### src/rtl/fetch_unit.sv
// Instruction-fetch stage of the accumulator CPU: program counter, instruction
// register, sticky halt flag and saturating retired-instruction counter.
module fetch_unit #(
    parameter int unsigned ADDR_W = 5,
    parameter int unsigned OPC_W  = 3,
    parameter int unsigned CNT_W  = 16,
    parameter logic [ADDR_W-1:0] RST_PC = '0
) (
    input  logic                    clk,
    input  logic                    rst_n,
    input  logic [OPC_W+ADDR_W-1:0] imem_rdata,
    input  logic                    memIns_en,
    input  logic                    pc_en,
    input  logic                    pc_load,
    input  logic                    jmp,
    input  logic                    halt,
    output logic [ADDR_W-1:0]       pc_addr,
    output logic [OPC_W-1:0]        opcode,
    output logic [ADDR_W-1:0]       operand_addr,
    output logic                    ir_valid,
    output logic                    halted,
    output logic [CNT_W-1:0]        retired
);

    localparam int unsigned IR_W = OPC_W + ADDR_W;
    localparam logic [CNT_W-1:0] CNT_MAX = '1;

    logic [ADDR_W-1:0] pc_r;
    logic [ADDR_W-1:0] pc_next_s;
    logic [IR_W-1:0]   ir_r;
    logic [IR_W-1:0]   ir_next_s;
    logic              ir_valid_r;
    logic              ir_valid_next_s;
    logic              halted_r;
    logic              halted_next_s;
    logic [CNT_W-1:0]  retired_r;
    logic [CNT_W-1:0]  retired_next_s;
    logic              active_s;

    // Next-state logic: a pending or sticky halt blocks every strobe on this edge.
    always_comb begin
        pc_next_s       = pc_r;
        ir_next_s       = ir_r;
        ir_valid_next_s = ir_valid_r;
        halted_next_s   = halted_r;
        retired_next_s  = retired_r;
        active_s        = ~halted_r & ~halt;

        if (halt) begin
            halted_next_s = 1'b1;
        end else begin
            halted_next_s = halted_r;
        end

        if (active_s && memIns_en) begin
            ir_next_s       = imem_rdata;
            ir_valid_next_s = 1'b1;
        end else begin
            ir_next_s       = ir_r;
            ir_valid_next_s = ir_valid_r;
        end

        // Jump target comes from the IR as it stood before this edge.
        if (active_s && pc_en) begin
            case ({pc_load, jmp})
                2'b11:   pc_next_s = ir_r[ADDR_W-1:0];
                2'b10:   pc_next_s = pc_r + ADDR_W'(2);
                default: pc_next_s = pc_r + ADDR_W'(1);
            endcase
            if (retired_r == CNT_MAX) begin
                retired_next_s = retired_r;
            end else begin
                retired_next_s = retired_r + CNT_W'(1);
            end
        end else begin
            pc_next_s      = pc_r;
            retired_next_s = retired_r;
        end
    end

    // State registers with asynchronous reset.
    always_ff @(posedge clk or negedge rst_n) begin
        if (!rst_n) begin
            pc_r       <= RST_PC;
            ir_r       <= '0;
            ir_valid_r <= 1'b0;
            halted_r   <= 1'b0;
            retired_r  <= '0;
        end else begin
            pc_r       <= pc_next_s;
            ir_r       <= ir_next_s;
            ir_valid_r <= ir_valid_next_s;
            halted_r   <= halted_next_s;
            retired_r  <= retired_next_s;
        end
    end

    assign pc_addr      = pc_r;
    assign opcode       = ir_r[IR_W-1 -: OPC_W];
    assign operand_addr = ir_r[ADDR_W-1:0];
    assign ir_valid     = ir_valid_r;
    assign halted       = halted_r;
    assign retired      = retired_r;

endmodule
### config.mk
export PLATFORM = sky130hd
export DESIGN_NAME = fetch_unit
export DESIGN_NICKNAME = d
export VERILOG_FILES = /design/src/rtl/fetch_unit.sv
export SDC_FILE = /design/constraint.sdc
export NUM_CORES = 1
export LEC_CHECK = 0
export CORE_ASPECT_RATIO = 0.6
export CORE_MARGIN = 4
export CORE_UTILIZATION = 46
export CTS_CLUSTER_SIZE = 12
export DETAILED_ROUTE_END_ITERATION = 6
export GPL_TIMING_DRIVEN = 0
export PLACE_DENSITY = 0.84
export SYNTH_ARGS = -nofsm -noshare
export SYNTH_HDL_FRONTEND = slang
export SYNTH_SLANG_ARGS = --single-unit
### constraint.sdc
create_clock -name clk -period 1.81 [get_ports clk]
set_input_delay 0.181 -clock clk [delete_from_list [all_inputs] [get_ports clk]]
set_output_delay 0.181 -clock clk [all_outputs]
set_load 0.02 [all_outputs]
### After elaboration in Yosys (flattened, before gate mapping)

Index checks and enable logic that the tools add are counted.
W data, S select, Z words.

* register bits: 31
* word-level logic and storage cells: 19
* output and inout bits: 31
* input bits: 15

* add/sub/neg operators: 3
* bitwise logic cells: 4
* equal/unequal tests: 3
* mux-type cells: 1
* reductions and logical operators: 3

Operators by type and width (count)
* $add A16 B1 Y16 const B: 1
* $eq A16 B16 Y1 const B: 1
* $pmux W5 S2: 1
* $add A5 B1 Y5 const B: 1
* $add A5 B2 Y5 const B: 1
* $eq A2 B2 Y1 const B: 2
* $not A1 Y1: 3
* $logic_and A1 B1 Y1: 2
* $reduce_and A2 Y1: 1
* $and A1 B1 Y1: 1

### Longest topological paths before layout

Gate-level depths: netlist of the first run.

* depth after elaboration: 4
* mapped depth: 6
* depth with buffers taken out: 5

### Least setup slack after synthesis of the first run

OpenSTA, ideal clock, no wires.

* path type: reg2reg
* start point: reg retired_r[0] (netlist: retired[0])
* end point: reg retired_r[1] (netlist: retired[1])
* data required time: 1.685 ns
* period minus slack after synthesis: 1.786 ns
* data arrival time: 1.661 ns
* cell stages (with the launch flop): 6
* slack: 0.024 ns
* library setup time: 0.125 ns
* buffers on the path: 0
* cells stage by stage: dfrtp_1 > ha_1 > nand3_2 > nor4_4 > nor2_2 > mux2_4

* longest elaborated chain between the ends: 3
* elaborated cells between the ends (all ways): 4
* those cells by class: 1 x add/sub; 1 x eq/ne; 1 x bitwise; 1 x reduce/logical

Ends and longest elaborated chain
* from (decl): line 36 `logic [CNT_W-1:0] retired_r;`
* from (signal assigned): line 94 `retired_r <= retired_next_s;`
* branches (longest 3 deep; another with $add A16 B1 Y16)

Several ways; the timed one is not identified.
A chain may end at the register's enable or synchronous reset.

### Final worst setup path of the first run

Ends and elaborated chain as after synthesis.

==> summary.txt, run 1 <==
Outcome
  – Status: finished, violations left
  – Failing checks: hold timing

Floorplanning
  – Die area: between 4000 and 5000 sq um
  – Row cnt: 15
  – Die X: between 80 and 90 um
  – Effective utilization at floorplan: 0.5077
  – Top Ports: 46
  – CORE AREA: just over 3000 sq um
  – Die Y: between 50 and 60 um

Cells and area
  – Reg area: 775.7 sq um
  – Share of layout cells above drive strength 1: 0.1633
  – Final Core Density: 0.7106
  – P&R area growth vs syn: 39.97%
  – Design area: 2147 sq um
  – Layout fillers: approximately 230
  – Non-Filler Instances: ~240
  – Footprint of the multi-input gates: 739.5 sq um
  – N_diodes: 0
  – Total Nets Final: ~210

Clocking
  – H-tree Lvls: 2
  – CTS Sinks: 31
  – Root Buffer: clkbuf_8
  – Clock transition at path regs: ~60 ps
  – TritonCTS clock tree: built
  – Clock Tree Buf Depth: 2
  – TritonCTS Buffers: 5
  – Worst-skew pair later-pin latency: approximately 280 ps

Place
  – Dpl hpwl: 2746 um
  – Post-Place Cell Area: between 2000 and 2500 sq um
  – Count of input and output buffers: 44
  – GP Congestion: approximately 0.91
  – Placed Cells: between 200 and 250

Logic synthesis
  – Post-synth top flop: dfrtp_1
  – Mapped Nets: 160
  – Synth Warn #: 0
  – Synth async-reset ratio: 1.000
  – Simple-gate portion of the synthesized area: 0.2129
  – Yosys reg bits: 31
  – Post-Syn Area: approximately 1500 sq um
  – Synth cell count leaders: 31 x dfrtp_1, 11 x nand2_1, 11 x xor2_1
  – Synth Area in XOR/XNOR: 0.07993
  – Distinct cells, synth: 37
  – Ranking of synthesized cells by area: dfrtp_1 51%, xor2_1 6.3%, mux2_2 5.9%, nand2_1 2.7%, ha_1 2.4%
  – Sequential cell area fraction in the yosys report: 0.5057
  – Compound-Gate Fraction of Synth Area: 0.08320
  – Largest family of logic cells by synthesized area: simple AND/OR/NAND/NOR gates
  – Post-synthesis mux area share: 0.07504
  – Top-count cell post-synth: dfrtp_1
  – Mapped Avg Cell Area: 10.80 sq um
  – Area leader, netlist: dfrtp_1
  – EDFF count, synth: 0
  – Synth top area share: 0.5057
  – Adder-cell share of the synthesized area: 0.02447
  – Synth Instances: around 140

Setup path
  – Worst reg2reg path depth: 5
  – CP required: roughly 2000 ps
  – Crit-path cells: ha_2 > nand3_4 > nor4_4 > nor2_2 > mux2_4
  – Flop-to-flop setup slack: 110 ps
  – Critical path type: flip-flop to flip-flop
  – Setup crit start kind: flip-flop
  – Family with the most delay on the worst path: simple AND/OR/NAND/NOR gates
  – Buf+Inv Stages, Crit Path: 0
  – FF-to-FF End: retired[1]$_DFFE_PN0P_
  – Critical Path End Type: flip-flop
  – CP max FO: 7
  – CP max stage cell: dfrtp_1
  – CP max stage delay: between 400 and 500 ps
  – WP depth: 5
  – Worst R2R Start: retired[0]$_DFFE_PN0P_
  – Critical path arrival: between 1500 and 2000 ps

Global routing
  – Total GRT Usage: 0.1853
  – Grt ovf: 0
  – Initial antenna violation count: 0
  – Vias in the first global route: ~1200
  – First-pass GRT wire length: roughly 6000 um
  – Largest net degree at the start of global routing: 32

Drt
  – Final ANT Viol Nets: 0
  – Total wire length: around 3600 um
  – Via Count: around 1300
  – DRC viols: 0
  – First-pass DRT Iterations: 4
  – 1st-iter DRT viols: between 90 and 100
  – Post-DR wirelength/cell: ~15 um
  – Via density: 5.483

STA
  – Final hold violation count: 31
  – Hold Slack: -62.85 ps
  – Setup violations, final: 0
  – Worst slew margin: 0.5457
  – Min Tclk post-route: between 1500 and 2000 ps
  – RSZ-0062 raised after global routing: no
  – Setup skew after layout: ~4 ps
  – Slew Viols, Final: 0
  – Tcrit/Tclk final: 0.9384
  – Max Freq: 588.8 MHz
  – Worst-Margin Slew: 681.4 ps

Job
  – Max-cap violations: 0

Pwr
  – Lkg Pwr: between 0.9 and 1 nW
  – Pint: 0.001185 W
  – Combinational Power Share: 0.135
  – Switching Fraction: 0.2455
  – PwrDens: around 730 nW/um^2
  – Net Sw Power: 0.0003857 W
  – VDD IR-drop max: slightly above 0.6 mV
  – Clock power frac: 0.380
  – Seq pwr share: 0.485

Min path
  – HP Class: input port to async pin
## layout make-up
cell class / count / area share
tap: 42 / 0.02448
clock buffer: 8 / 0.04662
sequential: 31 / 0.3613
timing repair buffer: 46 / 0.2098
multi-input combinational: 104 / 0.3444
inverter: 3 / 0.005245
buffer: 4 / 0.008159
## registers in the layout, summed over array words and instances (netlist names)
name	cells
pc_addr	5
ir_r	8
halted	1
retired	16
ir_valid	1
## power by group through the flow
stage | Clock, W | Sequential [W] | Combinational, W
detailed placement | 0 | 0.000774 | 0.000214
floorplan | 0 | 0.000809 | 0.0000525
CTS | 0.000605 | 0.000761 | 0.000216
global placement | 0 | 0.000771 | 0.000210
finish | 0.000597 | 0.000762 | 0.000213
global route | 0.000643 | 0.000767 | 0.000230
## metal layers
layer | share of wire | vias to the layer above | GRT usage | wire length [um]
li1 | - | 614 | - | -
met2 | 0.44 | 60 | 0.2713 | 1585
met5 | 0 | - | 0 | 0
met1 | 0.46 | 627 | 0.2578 | 1675
met4 | 0.0086 | 0 | 0.05435 | 31
met3 | 0.091 | 4 | 0.06357 | 330
## stage by stage
stage,setup WS [ps],setup TNS [ps],power (W),hold slack (ps)
finish,111.6,0,0.001571,-62.85
global route,10.32,0,0.001640,1.464
CTS,39.25,0,0.001582,435.9
detailed placement,-80.73,-1885,0.0009883,455.3
global placement,-88.12,-171.1,0.0009816,452.3
floorplan,24.08,0,0.0008615,-114.6
## cell families after synthesis
logic type / Yosys count
flops: 31
compound gates: 21
simple gates: 56
xor+xnor: 14
fa+ha+maj: 3
mux: 10
buf+inv: 7
## worst max path at each step
| stage | startpoint | endpoint | slack (ps) |
|---|---|---|---|
| after floorplan | retired[0]$_DFFE_PN0P_ | retired[1]$_DFFE_PN0P_ | 20 |
| after global placement | pc_en | retired[8]$_DFFE_PN0P_ | -90 |
| after detailed placement | halt | retired[8]$_DFFE_PN0P_ | -80 |
| after CTS | retired[0]$_DFFE_PN0P_ | retired[6]$_DFFE_PN0P_ | 40 |
| after global routing | retired[0]$_DFFE_PN0P_ | retired[7]$_DFFE_PN0P_ | 10 |
| final | retired[0]$_DFFE_PN0P_ | retired[1]$_DFFE_PN0P_ | 110 |
## cells in the final DEF, fill, tap and decap left out, drive strengths merged
cell and n:
a31oi 1, o31ai 2, buf 5, dfrtp 31, o22ai 1, nor3 7
nand4 7, o211ai 1, mux2 9, a32oi 1, ha 3, nand3 5
nor4 3, clkdlybuf4s50 43, clkbuf 10, nand4b 1, a21bo 1, nor2 12
and3 1, xnor2 3, a21oi 7, or2 3, and4 2, inv 3
or3 1, xor2 11, o21ai 6, nor3b 2, or3b 1, nand2 11
a22o 1, mux2i 1
## timing repair
item                                    in CTS  in global routing
endpoints found under the setup margin       1                  9
buffers inserted                             2                  0
gates cloned                                 0                  0
pin swaps                                    1                  1
hold buffers                                 0                  0
gates resized for setup                      0                  2
(Power assumes the default switching activity.)
==> run 2, diff against run 1 <==
--- a/config.mk
+++ b/config.mk
@@ -11,7 +11,9 @@
 export CTS_CLUSTER_SIZE = 12
 export DETAILED_ROUTE_END_ITERATION = 6
 export GPL_TIMING_DRIVEN = 0
+export MAX_ROUTING_LAYER = met4
 export PLACE_DENSITY = 0.84
+export SETUP_SLACK_MARGIN = 0.15
 export SYNTH_ARGS = -nofsm -noshare
 export SYNTH_HDL_FRONTEND = slang
 export SYNTH_SLANG_ARGS = --single-unit
==> summary.txt, run 2 (synthesized netlist as in run 1, its figures left out) <==
Setup path
  – Crit-path cells: or2_2 > nor2_2 > mux2_2
  – Critical path type: flip-flop to flip-flop
  – CP max FO: 9
  – CP max stage cell: dfrtp_1
  – CP required: between 1500 and 2000 ps
  – Critical path arrival: 1790 ps
  – Setup crit start kind: flip-flop
  – Critical Path End Type: flip-flop
  – CP max stage delay: ~430 ps
  – Flop-to-flop setup slack: around 190 ps

STA
  – Final hold violation count: 31
  – Slew Viols, Final: 0
  – Setup violations, final: 0
  – RSZ-0062 raised after global routing: yes
  – Final setup margin: ~190 ps
  – Min Tclk post-route: approximately 1600 ps
  – Hold Slack: -59.36 ps
  – Max Freq: approximately 620 MHz
  – Tcrit/Tclk final: 0.8968
  – Worst-Margin Slew: about 700 ps
  – Worst slew margin: 0.5384
  – Setup skew after layout: approximately 6.5 ps

Drt
  – First-pass DRT Iterations: 4
  – Post-DR wirelength/cell: roughly 17 um
  – Via Count: ~1400
  – 1st-iter DRT viols: roughly 120
  – Via density: ~5.5
  – Total wire length: 4142 um
  – Final ANT Viol Nets: 0
  – DRC viols: 0

Global routing
  – Vias in the first global route: roughly 1300
  – Initial antenna violation count: 0
  – First-pass GRT wire length: roughly 6600 um
  – Largest net degree at the start of global routing: 32
  – Total GRT Usage: 0.2108
  – Grt ovf: 0

Place
  – Dpl hpwl: a little under 3000 um
  – DP Worst Slack: -138.0 ps
  – Placed Cells: between 200 and 250
  – GP Congestion: 0.9238
  – Count of input and output buffers: between 40 and 50

Floorplanning
  – Top Ports: 46
  – Effective utilization at floorplan: 0.5077
  – Row cnt: 15
  – Die area: 4353 sq um
  – Die Y: between 50 and 60 um
  – Die X: roughly 83 um
  – CORE AREA: about 3000 sq um

Cells and area
  – Final Core Density: 0.7553
  – Most frequent cells in the layout: 43 x clkdlybuf4s50_1, 27 x dfrtp_1, 14 x buf_4, 11 x nand2_1, 11 x xor2_1
  – Commonest non-fill, non-tap cell in the layout: clkdlybuf4s50_1
  – Max reg flops: 16
  – Total Nets Final: between 200 and 250
  – Share of layout cells above drive strength 1: 0.2427
  – Non-Filler Instances: approximately 250
  – N_diodes: 0
  – P&R area growth vs syn: 48.78%

Outcome
  – Status: finished, violations left
  – Failing checks: hold timing

Clocking
  – Root Buffer: clkbuf_8
  – Clock Tree Buf Depth: 2
  – H-tree Lvls: 2
  – Worst-skew pair later-pin latency: 280 ps
  – Clock transition at path regs: approximately 70 ps
  – CTS Sinks: 31
  – TritonCTS clock tree: built
  – TritonCTS Buffers: 5

Pwr
  – VDD IR-drop max: 0.4710 mV
  – Lkg Pwr: about 1 nW
  – Pwr Total: 0.001707 W
  – PwrDens: 748.1 nW/um^2

Job
  – Max-cap violations: 0

Min path
  – HP Class: input port to async pin
## run 2: cell types whose count changed in the layout (fill, tap and decap cells not counted), sizes merged
cell	delta
clkinv	+1
clkbuf	-2
buf	+10
bufinv	+1
## run 2: per-stage QoR
step | cell area [sq um] | setup TNS [ps]
floorplan | 1556 | 0
detailed placement | 2049 | -1596
finish | 2282 | 0
global placement | 2049 | -149.6
CTS | 2188 | 0
global route | 2282 | 0
## run 2: critical path: cells and delay by family, from the launching register on
kind	cells	cell delay, ps
and+or+nand+nor	2	680
DFF	1	430
muxes	1	390
## run 2: routing by layer
| layer | routed length [um] | up-vias | part of all wire | GRT usage |
|---|---|---|---|---|
| met5 | 0 | - | 0 | - |
| met4 | 59 | 0 | 0.014 | 0.08152 |
| met3 | 193 | 7 | 0.047 | 0.05498 |
| met2 | 2070 | 52 | 0.50 | 0.3231 |
| met1 | 1818 | 683 | 0.44 | 0.2689 |
| li1 | - | 634 | - | - |
## run 2: worst paths after layout
check / start / end / cells past startpoint
worst min-delay path: rst_n / retired[14]$_DFFE_PN0P_ / 1
worst max-delay path: halted$_DFFE_PN0P_ / ir_r[0]$_DFFE_PN0P_ / 3
worst min register to register: ir_valid$_DFFE_PN0P_ / ir_valid$_DFFE_PN0P_ / 1
max in group asynchronous: rst_n / retired[13]$_DFFE_PN0P_ / 1
worst max register to register: halted$_DFFE_PN0P_ / ir_r[0]$_DFFE_PN0P_ / 3
min in group clk: jmp / pc_addr[3]$_DFFE_PN0P_ / 4
## run 2: report_power, final
part / switching [W] / internal, W
sequential: 0.0000401 / 0.000727
combinational: 0.000111 / 0.000130
clock: 0.000255 / 0.000445
## run 2: what timing repair did
action | CTS | global route
cloned | 0 | 0
resized for setup | 1 | 10
pin swaps | 1 | 4
endpoints found under the setup margin | 2 | 11
buffers inserted | 2 | 10
hold buffers | 0 | 0
## run 2: final cells by class
type / instances / area [sq um]
Clock buffer: 6 / 82.58
Sequential cell: 31 / 780.7
Buffer: 4 / 22.52
Timing Repair Buffer: 56 / 525.5
Fill cell: 205 / 739.5
Clock inverter: 2 / 35.03
Inverter: 3 / 11.26
Multi-Input combinational cell: 104 / 772.0
Tap cell: 42 / 52.55
==> run 3, diff against run 2 <==
--- a/config.mk
+++ b/config.mk
@@ -6,7 +6,6 @@
 export NUM_CORES = 1
 export LEC_CHECK = 0
 export CORE_ASPECT_RATIO = 0.6
-export CORE_MARGIN = 4
 export CORE_UTILIZATION = 46
 export CTS_CLUSTER_SIZE = 12
 export DETAILED_ROUTE_END_ITERATION = 6
==> summary.txt, run 3 (synthesized netlist as in run 1, its figures left out) <==
Floorplanning
  – Top Ports: 46
  – Row cnt: 15
  – Die Y: between 40 and 50 um
  – Die area: approximately 3600 sq um
  – Die X: 76.55 um
  – Effective utilization at floorplan: 0.5077
  – CORE AREA: around 3000 sq um

Drt
  – Via density: 5.447
  – Final ANT Viol Nets: 0
  – Met3 Routed Length: between 150 and 200 um
  – DRC viols: 0
  – Via Count: ~1300
  – First-pass DRT Iterations: 5
  – Post-DR wirelength/cell: roughly 16 um
  – 1st-iter DRT viols: about 160
  – Routed wire length on met2: 1890 um
  – Max layer used: met4
  – Total wire length: 3875 um
  – Met1 wire length: 1777 um

Setup path
  – Worst reg2reg path depth: 4
  – CP max FO: 4
  – Critical path arrival: about 1800 ps
  – Critical Path End Type: flip-flop
  – Setup crit start kind: flip-flop
  – Worst R2R Start: retired[13]$_DFFE_PN0P_
  – Flop-to-flop setup slack: roughly 180 ps
  – FF-to-FF End: retired[1]$_DFFE_PN0P_
  – Critical path type: flip-flop to flip-flop
  – CP required: 1970 ps

Min path
  – Hold path start: jmp
  – WHS Endpoint: pc_addr[3]$_DFFE_PN0P_
  – Hold Crit Depth: 4
  – HP Class: input port to flip-flop

Place
  – Dpl hpwl: 2694 um
  – Placed Cells: ~230
  – DP Worst Slack: -113.5 ps
  – GP Congestion: between 0.8 and 0.9
  – Count of input and output buffers: 44

Clocking
  – Clock Tree Buf Depth: 2
  – TritonCTS Buffers: 5
  – Root Buffer: clkbuf_8
  – CTS Sinks: 31
  – Clock transition at path regs: 60 ps
  – Worst-skew pair later-pin latency: around 280 ps
  – TritonCTS clock tree: built
  – H-tree Lvls: 2

Cells and area
  – Commonest non-fill, non-tap cell in the layout: clkdlybuf4s50_1
  – Non-Filler Instances: 244
  – Total Nets Final: 220
  – N_diodes: 0
  – Max reg flops: 16
  – Share of layout cells above drive strength 1: 0.2228
  – P&R area growth vs syn: 45.19%
  – Most frequent cells in the layout: 43 x clkdlybuf4s50_1, 28 x dfrtp_1, 11 x nand2_1, 11 x xor2_1, 9 x nor2_1

STA
  – Worst slew margin: 0.5402
  – Hold Slack: roughly 400 ps
  – Worst-Margin Slew: between 600 and 700 ps
  – Tcrit/Tclk final: 0.9025
  – Max Freq: between 600 and 700 MHz
  – Slew Viols, Final: 0
  – Final setup margin: 176.5 ps
  – Min Tclk post-route: about 1600 ps
  – Setup violations, final: 0
  – Setup skew after layout: 4.894 ps
  – RSZ-0062 raised after global routing: yes
  – Final hold violation count: 0

Pwr
  – PwrDens: about 700 nW/um^2
  – Lkg Pwr: 0.9834 nW
  – Pwr Total: 0.001528 W
  – VDD IR-drop max: ~0.63 mV

Job
  – Max-cap violations: 0

Outcome
  – Status: finished, final reports clean

Global routing
  – Initial antenna violation count: 0
  – Total GRT Usage: 0.2300
  – Grt ovf: 0
  – Largest net degree at the start of global routing: 32
  – Vias in the first global route: 1221
  – First-pass GRT wire length: 5740 um
-- run 3: final cells by class --
type / count / area, sq um
inverter: 3 / 11.26
sequential: 31 / 779.5
timing repair buffer: 53 / 505.5
multi-input combinational: 104 / 773.2
buffer: 4 / 17.52
fill: 212 / 794.5
clock buffer: 6 / 82.58
clock inverter: 1 / 5.005
tap: 42 / 52.55
-- run 3: worst max-delay path, stage by stage (launching register included) --
cell     delay [ps]
dfrtp_1         400
nand4_1         260
nor4_4          440
nor2_2          110
mux2_4          300
-- run 3: per-layer routing --
layer | vias up | track usage
met5 | - | -
met4 | 0 | 0.09615
met3 | 5 | 0.05825
met2 | 42 | 0.3640
met1 | 649 | 0.2907
li1 | 633 | -
-- run 3: timing repair --
item,in CTS,in global routing
endpoints found under the hold margin,0,29
pin swaps,1,4
setup buffers,2,6
hold buffers,0,1
gates resized for setup,0,6
setup endpoints to repair,1,13
-- run 3: power by group --
group          switching, W  internal [W]  leakage, nW  total [W]
Sequential        0.0000395      0.000727        0.402   0.000766
Combinational      0.000102      0.000117        0.534   0.000218
Clock              0.000246      0.000298       0.0470   0.000543
-- run 3: worst max path at each step --
stage                       startpoint                      end
2_1_floorplan   retired[1]$_DFFE_PN0P_   retired[1]$_DFFE_PN0P_
3_3_place_gp                     rst_n   retired[0]$_DFFE_PN0P_
3_5_place_dp                     rst_n   retired[1]$_DFFE_PN0P_
4_1_cts             halted$_DFFE_PN0P_  retired[15]$_DFFE_PN0P_
5_1_grt         retired[8]$_DFFE_PN0P_  retired[14]$_DFFE_PN0P_
6_report       retired[13]$_DFFE_PN0P_   retired[1]$_DFFE_PN0P_
-- run 3: stage by stage --
stage / util / TNS, ps / area (sq um)
after floorplan: - / 0 / 1556
after global placement: 0.6783 / -91.07 / 2049
after detailed placement: 0.6783 / -880.8 / 2049
after CTS: 0.7122 / 0 / 2152
after global routing: 0.7371 / 0 / 2227
final: 0.7371 / 0 / 2227
